[src/rtl/load_writeback_unit_if.sv]
// Bus bundle for load_writeback_unit: control request, Avalon-MM read master and regfile write port.
// master = the load unit, slave = its environment (control FSM, memory, register file).
interface load_writeback_unit_if;
  logic        start;
  logic [31:0] instr;
  logic [31:0] addr;
  logic [31:0] rt_old;
  logic [31:0] avm_address;
  logic        avm_read;
  logic [3:0]  avm_byteenable;
  logic [31:0] avm_readdata;
  logic        avm_waitrequest;
  logic        reg_write;
  logic [4:0]  write_reg;
  logic [31:0] write_data;
  logic        busy;
  logic        done;
  logic        err;

  modport master (
    input  start, instr, addr, rt_old, avm_readdata, avm_waitrequest,
    output avm_address, avm_read, avm_byteenable, reg_write, write_reg, write_data, busy, done, err
  );

  modport slave (
    output start, instr, addr, rt_old, avm_readdata, avm_waitrequest,
    input  avm_address, avm_read, avm_byteenable, reg_write, write_reg, write_data, busy, done, err
  );
endinterface

[src/rtl/load_writeback_unit.sv]
// Multicycle MIPS load engine: one Avalon read, then align/extend/merge and a one-cycle regfile write.
// Optional LOAD_TIMEOUT_EN aborts a read stalled for TIMEOUT_CYCLES waitrequest cycles.
module load_writeback_unit (
  input logic                   clk,
  input logic                   reset,
  load_writeback_unit_if.master bus
);
`ifdef LOAD_TIMEOUT_EN
  parameter int unsigned TIMEOUT_CYCLES = 255;
  localparam int unsigned CntW = ($clog2(TIMEOUT_CYCLES + 1) > 8) ? $clog2(TIMEOUT_CYCLES + 1) : 8;
  logic [CntW-1:0] r_cnt;
`endif

  localparam logic [5:0] OpLb  = 6'b100000;
  localparam logic [5:0] OpLh  = 6'b100001;
  localparam logic [5:0] OpLwl = 6'b100010;
  localparam logic [5:0] OpLw  = 6'b100011;
  localparam logic [5:0] OpLbu = 6'b100100;
  localparam logic [5:0] OpLhu = 6'b100101;
  localparam logic [5:0] OpLwr = 6'b100110;

  typedef enum logic [1:0] {StIdle, StReq, StWrite, StFault} state_e;

  state_e      r_state;
  logic [5:0]  r_op;
  logic [4:0]  r_rt;
  logic [1:0]  r_addr_lo;
  logic [31:0] r_rt_old;
  logic [31:0] r_avm_address;
  logic        r_avm_read;
  logic [3:0]  r_avm_byteenable;
  logic        r_reg_write;
  logic [4:0]  r_write_reg;
  logic [31:0] r_write_data;
  logic        r_busy;
  logic        r_done;
  logic        r_err;

  logic        w_supported;
  logic        w_misaligned;
  logic [4:0]  w_shr_amt;
  logic [4:0]  w_shl_amt;
  logic [31:0] w_shr;
  logic [31:0] w_shl;
  logic [31:0] w_result;

  // Decode of the request presented with start.
  always_comb begin
    w_supported  = 1'b1;
    w_misaligned = 1'b0;
    case (bus.instr[31:26])
      OpLb, OpLbu, OpLwl, OpLwr: w_misaligned = 1'b0;
      OpLh, OpLhu:               w_misaligned = bus.addr[0];
      OpLw:                      w_misaligned = |bus.addr[1:0];
      default:                   w_supported  = 1'b0;
    endcase
  end

  // Alignment works straight off readdata so the result registers on the capture edge.
  always_comb begin
    w_shr_amt = {r_addr_lo, 3'b000};
    w_shl_amt = {2'd3 - r_addr_lo, 3'b000};
    w_shr     = bus.avm_readdata >> w_shr_amt;
    w_shl     = bus.avm_readdata << w_shl_amt;
    case (r_op)
      OpLb:    w_result = {{24{w_shr[7]}}, w_shr[7:0]};
      OpLbu:   w_result = {24'd0, w_shr[7:0]};
      OpLh:    w_result = {{16{w_shr[15]}}, w_shr[15:0]};
      OpLhu:   w_result = {16'd0, w_shr[15:0]};
      OpLw:    w_result = bus.avm_readdata;
      OpLwl:   w_result = w_shl | (r_rt_old & ~(32'hFFFF_FFFF << w_shl_amt));
      OpLwr:   w_result = w_shr | (r_rt_old & ~(32'hFFFF_FFFF >> w_shr_amt));
      default: w_result = 32'd0;
    endcase
  end

  always_ff @(posedge clk) begin
    if (reset) begin
      r_state          <= StIdle;
      r_op             <= '0;
      r_rt             <= '0;
      r_addr_lo        <= '0;
      r_rt_old         <= '0;
      r_avm_address    <= '0;
      r_avm_read       <= 1'b0;
      r_avm_byteenable <= '0;
      r_reg_write      <= 1'b0;
      r_write_reg      <= '0;
      r_write_data     <= '0;
      r_busy           <= 1'b0;
      r_done           <= 1'b0;
      r_err            <= 1'b0;
`ifdef LOAD_TIMEOUT_EN
      r_cnt            <= '0;
`endif
    end else begin
      r_reg_write  <= 1'b0;
      r_write_reg  <= '0;
      r_write_data <= '0;
      r_done       <= 1'b0;
      r_err        <= 1'b0;
      unique case (r_state)
        StIdle: begin
          if (bus.start) begin
            r_op      <= bus.instr[31:26];
            r_rt      <= bus.instr[20:16];
            r_addr_lo <= bus.addr[1:0];
            r_rt_old  <= bus.rt_old;
            r_busy    <= 1'b1;
            if (!w_supported || w_misaligned) begin
              r_state <= StFault;
              r_done  <= 1'b1;
              r_err   <= 1'b1;
            end else begin
              r_state          <= StReq;
              r_avm_address    <= {bus.addr[31:2], 2'b00};
              r_avm_read       <= 1'b1;
              r_avm_byteenable <= 4'b1111;
`ifdef LOAD_TIMEOUT_EN
              r_cnt            <= '0;
`endif
            end
          end
        end
        StReq: begin
          if (!bus.avm_waitrequest) begin
            r_state          <= StWrite;
            r_avm_address    <= '0;
            r_avm_read       <= 1'b0;
            r_avm_byteenable <= '0;
            r_reg_write      <= (r_rt != 5'd0);
            r_write_reg      <= r_rt;
            r_write_data     <= w_result;
            r_done           <= 1'b1;
          end
`ifdef LOAD_TIMEOUT_EN
          else if (r_cnt == CntW'(TIMEOUT_CYCLES - 1)) begin
            r_state          <= StFault;
            r_avm_address    <= '0;
            r_avm_read       <= 1'b0;
            r_avm_byteenable <= '0;
            r_done           <= 1'b1;
            r_err            <= 1'b1;
          end else begin
            r_cnt <= r_cnt + 1'b1;
          end
`endif
        end
        StWrite, StFault: begin
          r_state <= StIdle;
          r_busy  <= 1'b0;
        end
        default: r_state <= StIdle;
      endcase
    end
  end

  assign bus.avm_address    = r_avm_address;
  assign bus.avm_read       = r_avm_read;
  assign bus.avm_byteenable = r_avm_byteenable;
  assign bus.reg_write      = r_reg_write;
  assign bus.write_reg      = r_write_reg;
  assign bus.write_data     = r_write_data;
  assign bus.busy           = r_busy;
  assign bus.done           = r_done;
  assign bus.err            = r_err;
endmodule
[src/flat_wrapper.sv]
// flat-port wrapper written by rule: the top's interface ports become plain ports
module load_writeback_unit_flat 
  (clk, reset, bus_start, bus_instr, bus_addr, bus_rt_old, bus_avm_readdata, bus_avm_waitrequest, bus_avm_address, bus_avm_read, bus_avm_byteenable, bus_reg_write, bus_write_reg, bus_write_data, bus_busy, bus_done, bus_err);
  load_writeback_unit_if bus_i ();
  input logic clk;
  input logic reset;
  input wire logic [$bits(bus_i.start)-1:0] bus_start;
  input wire logic [$bits(bus_i.instr)-1:0] bus_instr;
  input wire logic [$bits(bus_i.addr)-1:0] bus_addr;
  input wire logic [$bits(bus_i.rt_old)-1:0] bus_rt_old;
  input wire logic [$bits(bus_i.avm_readdata)-1:0] bus_avm_readdata;
  input wire logic [$bits(bus_i.avm_waitrequest)-1:0] bus_avm_waitrequest;
  output wire logic [$bits(bus_i.avm_address)-1:0] bus_avm_address;
  output wire logic [$bits(bus_i.avm_read)-1:0] bus_avm_read;
  output wire logic [$bits(bus_i.avm_byteenable)-1:0] bus_avm_byteenable;
  output wire logic [$bits(bus_i.reg_write)-1:0] bus_reg_write;
  output wire logic [$bits(bus_i.write_reg)-1:0] bus_write_reg;
  output wire logic [$bits(bus_i.write_data)-1:0] bus_write_data;
  output wire logic [$bits(bus_i.busy)-1:0] bus_busy;
  output wire logic [$bits(bus_i.done)-1:0] bus_done;
  output wire logic [$bits(bus_i.err)-1:0] bus_err;
  assign bus_i.start = bus_start;
  assign bus_i.instr = bus_instr;
  assign bus_i.addr = bus_addr;
  assign bus_i.rt_old = bus_rt_old;
  assign bus_i.avm_readdata = bus_avm_readdata;
  assign bus_i.avm_waitrequest = bus_avm_waitrequest;
  assign bus_avm_address = bus_i.avm_address;
  assign bus_avm_read = bus_i.avm_read;
  assign bus_avm_byteenable = bus_i.avm_byteenable;
  assign bus_reg_write = bus_i.reg_write;
  assign bus_write_reg = bus_i.write_reg;
  assign bus_write_data = bus_i.write_data;
  assign bus_busy = bus_i.busy;
  assign bus_done = bus_i.done;
  assign bus_err = bus_i.err;
  load_writeback_unit u_core (.clk(clk), .reset(reset), .bus(bus_i));
endmodule
[config.mk]
export PLATFORM = sky130hd
export DESIGN_NAME = load_writeback_unit_flat
export DESIGN_NICKNAME = d
export VERILOG_FILES = /design/src/rtl/load_writeback_unit_if.sv /design/src/rtl/load_writeback_unit.sv /design/src/flat_wrapper.sv
export SDC_FILE = /design/constraint.sdc
export NUM_CORES = 1
export LEC_CHECK = 0
export ABC_AREA = 1
export BUFFER_PORTS_ARGS = -buffer_cell sky130_fd_sc_hd__buf_2
export CORE_ASPECT_RATIO = 0.7
export CORE_MARGIN = 2
export CORE_UTILIZATION = 54
export CTS_BUF_LIST = sky130_fd_sc_hd__clkbuf_16
export DETAILED_ROUTE_END_ITERATION = 6
export HOLD_SLACK_MARGIN = 0.12
export MAX_ROUTING_LAYER = met4
export PLACE_DENSITY_LB_ADDON = 0.25
export SYNTH_ARGS = -nofsm -noshare
export SYNTH_HDL_FRONTEND = slang
export SYNTH_SLANG_ARGS = --single-unit
export TNS_END_PERCENT = 100
[constraint.sdc]
create_clock -name clk -period 3 [get_ports clk]
set_input_delay 0 -clock clk [delete_from_list [all_inputs] [get_ports clk]]
set_output_delay 0 -clock clk [all_outputs]
set_load 0.005 [all_outputs]
==> impl_metrics.env <==
export IMPL_overflow=0
export IMPL_wl_per_cell_microns=15.50
export IMPL_ctsRootBufferMaster="clkbuf_16"
export IMPL_total_power_mw=4.791
export IMPL_postSynthCellCount=954
export IMPL_crit_type="reg2reg"
export IMPL_post_cts_buffers=0
export IMPL_finalCritPeriodShare_pct=95.91
export IMPL_initial_core_util_pct=54.97
export IMPL_fin_area_sq_um=8713
export IMPL_grt_setup_unrepaired="true"
export IMPL_first_pass_iters=6
export IMPL_p_switching_mw=1.346
export IMPL_synthAdderAreaFrac_pct=0
export IMPL_fin_nets=1363
export IMPL_critPathRequiredTime_ps=3290
export IMPL_fmax_ghz=0.3476
export IMPL_synth_xor_area_share_pct=0
export IMPL_reg2reg_slack_ps=120
export IMPL_layout_commonest_cell="nand2_1"
export IMPL_drt_iter0_markers=1056
export IMPL_outcome="completed"
export IMPL_grt_max_degree=67
export IMPL_rows=32
export IMPL_hp_start="bus_avm_readdata[5]"
export IMPL_layout_common_cells="nand2_1, buf_2, nor2_1, dlygate4sd3_1, dfxtp_1"
export IMPL_synth_seq_area_share_pct=39.65
export IMPL_internal_power_mw=3.445
export IMPL_fin_hold_ws_ps=159.8
export IMPL_grt_pass1_vias=6686
export IMPL_sw_frac_of_total_pct=28.10
export IMPL_die_w_microns=130.1
export IMPL_clockBufferDepth=2
export IMPL_period_needed_ps=2877
export IMPL_drt_total_wl_mm=21.63
export IMPL_fillCellCount=798
export IMPL_grt_use_total_pct=36.69
export IMPL_hold_viol=0
export IMPL_dieArea_sq_um=12000
export IMPL_reg2reg_to="u_core.bus.write_data[9]"
export IMPL_drc_errors=0
export IMPL_yosysWarningCount=0
export IMPL_grt_pass1_wl_mm=32.84
export IMPL_synth_top_family_by_area="simple AND/OR/NAND/NOR gates"
export IMPL_cts_made_buffers=17
export IMPL_p_clk_share_pct=43.0
export IMPL_critPathArrivalTime_ps=3170
export IMPL_synthSimpleGateAreaFrac_pct=37.98
export IMPL_cap_violations=0
export IMPL_slew_violations=0
export IMPL_avgSynthCellArea_sq_um=6.298
export IMPL_yosys_mux_area_fraction_pct=0
export IMPL_whs_endpoint="u_core.bus.write_data[21]"
export IMPL_vias=7303
export IMPL_r2r_start="u_core.r_addr_lo[0]"
export IMPL_pwr_share_seq_pct=36.8
export IMPL_syn_to_final_growth_pct=45.02
export IMPL_p_leak_nw=4.337
export IMPL_antennaDiodeCount=0
export IMPL_dp_cells=1246
export IMPL_min_delay_path_depth=7
export IMPL_synth_compound_area_share_pct=13.31
export IMPL_ff2ff_path_depth=9
export IMPL_die_y_microns=92.25
export IMPL_clock_sinks=119
export IMPL_core_sq_um=10930
export IMPL_ioPinCount=210
export IMPL_syn_area_sq_um=6008
export IMPL_routed_via_density=5.231
export IMPL_peakVddDrop_mv=0.3872
export IMPL_combPwrFrac_pct=20.2
export IMPL_fin_worst_skew_ps=11.05
export IMPL_fin_cells=1396
export IMPL_io_buffer_count=186
export IMPL_slew_headroom_pct=32.62
export IMPL_yosysUniqueCellTypes=29
export IMPL_worst_path_max_fanout=27
export IMPL_drive_above_1_share_pct=19.07
export IMPL_grt_antenna_before_repair=0
export IMPL_setup_violations_final=0
export IMPL_h_tree_depth=4
export IMPL_power_density_nw_per_um2=549.9
export IMPL_placed_area_sq_um=6919
export IMPL_cp_start_kind="register"
export IMPL_fin_util_pct=79.72
export IMPL_dp_hpwl_mm=12.78
export IMPL_yosys_register_bits=119
export IMPL_worstSetupEndpointType="register"
export IMPL_hp_class="in2reg"
export IMPL_cts_tree="yes"
export IMPL_clk_latency_ps=410
export IMPL_path_clk_slew_ps=60
export IMPL_ant_nets=0
export IMPL_place_congestion=0.9655
export IMPL_tightest_slew_ps=1010
## synthesized netlist by cell type
| cell type | instances | area, sq um |
|---|---|---|
| nand2_1 | 288 | 1081 |
| nor2_1 | 163 | 611.8 |
| dfxtp_1 | 119 | 2382 |
| nand3_1 | 76 | 380.4 |
| o21ai_0 | 76 | 380.4 |
| a21oi_1 | 70 | 350.3 |
| inv_1 | 62 | 232.7 |
| buf_2 | 24 | 120.1 |
| clkbuf_1 | 21 | 78.83 |
| nand3b_1 | 12 | 90.09 |
| buf_4 | 10 | 75.07 |
| o21a_1 | 6 | 45.04 |
| nand2_2 | 4 | 25.02 |
| nor2_2 | 3 | 18.77 |
| buf_1 | 2 | 7.510 |
| clkinv_1 | 2 | 7.510 |
| inv_2 | 2 | 7.510 |
| nand3_2 | 2 | 20.02 |
| o211ai_1 | 2 | 15.01 |
| and2_1 | 1 | 6.260 |
| and3_1 | 1 | 6.260 |
| buf_6 | 1 | 11.26 |
| conb_1 | 1 | 3.750 |
| nand4_2 | 1 | 12.51 |
| nor2_4 | 1 | 11.26 |
| nor3_1 | 1 | 5.000 |
| nor3b_1 | 1 | 7.510 |
| nor4_1 | 1 | 6.260 |
| o21ai_2 | 1 | 8.760 |
## logic make-up (layout without fill, tap and decap cells)
| logic type | count (synthesis) | after routing |
|---|---|---|
| AND/OR/NAND/NOR | 555 | 555 |
| AO/OA/AOI/OAI | 155 | 155 |
| buffers and inverters | 124 | 412 |
| flip-flops | 119 | 119 |
| other | 1 | 2 |
## per-layer routing
layer  track usage (%)  vias up  wire length (microns)
met5                 -        -                      0
met4             15.23        0                    858
met3             9.977       92                   2580
met2             54.80      463                   9235
met1             46.92     3171                   8960
li1                  -     3577                      -
## worst max-delay path, cell delays in order (launching register included)
cell	delay (ps)
dfxtp_1	470
inv_2	270
nand2_1	160
nand3_1	120
nand3_2	260
nand2_1	80
nor2_1	140
dlygate4sd3_1	600
a21oi_1	70
dlygate4sd3_1	600
## per-stage QoR
stage | worst slack [ps] | setup TNS [ps]
CTS | 163.3 | 0
detailed placement | 882.8 | 0
global placement | 938.5 | 0
floorplan | 1664 | 0
global route | -15.45 | -15.45
finish | 122.8 | 0
## worst max path at each step
stage,slack (ps),endpoint,cells after the start,from
floorplan,1660,u_core.bus.write_data[31],8,u_core.r_addr_lo[0]
global placement,940,u_core.bus.write_data[30],8,u_core.r_addr_lo[0]
detailed placement,880,u_core.bus.write_data[30],7,u_core.r_addr_lo[0]
CTS,160,u_core.bus.write_data[9],11,u_core.r_op[1]
global route,-20,u_core.bus.write_data[9],9,u_core.r_addr_lo[0]
finish,120,u_core.bus.write_data[9],9,u_core.r_addr_lo[0]
## cell type report
type	count	area (sq um)	area share (%)
Tap cell	153	191.4	2.197
Clock inverter	14	168.9	1.939
Sequential cell	119	2382	27.34
Inverter	66	247.7	2.843
Multi-Input combinational cell	712	3097	35.54
Clock buffer	17	425.4	4.882
Timing Repair Buffer	315	2201	25.26
## power by group through the flow
stage | clock (mW) | sequential [mW] | combinational, mW
after global placement | 0 | 1.78 | 0.786
after floorplan | 0 | 1.78 | 0.546
after CTS | 2.07 | 1.76 | 0.917
final | 2.06 | 1.76 | 0.966
after detailed placement | 0 | 1.79 | 0.796
after global routing | 2.15 | 1.77 | 1.06
## repair_timing
action	4_1_cts	5_1_grt
endpoints found under the hold margin	113	0
hold buffers	119	0
setup endpoints to repair	0	2
resized for setup	0	2
Power figures use the tool's default switching activity.
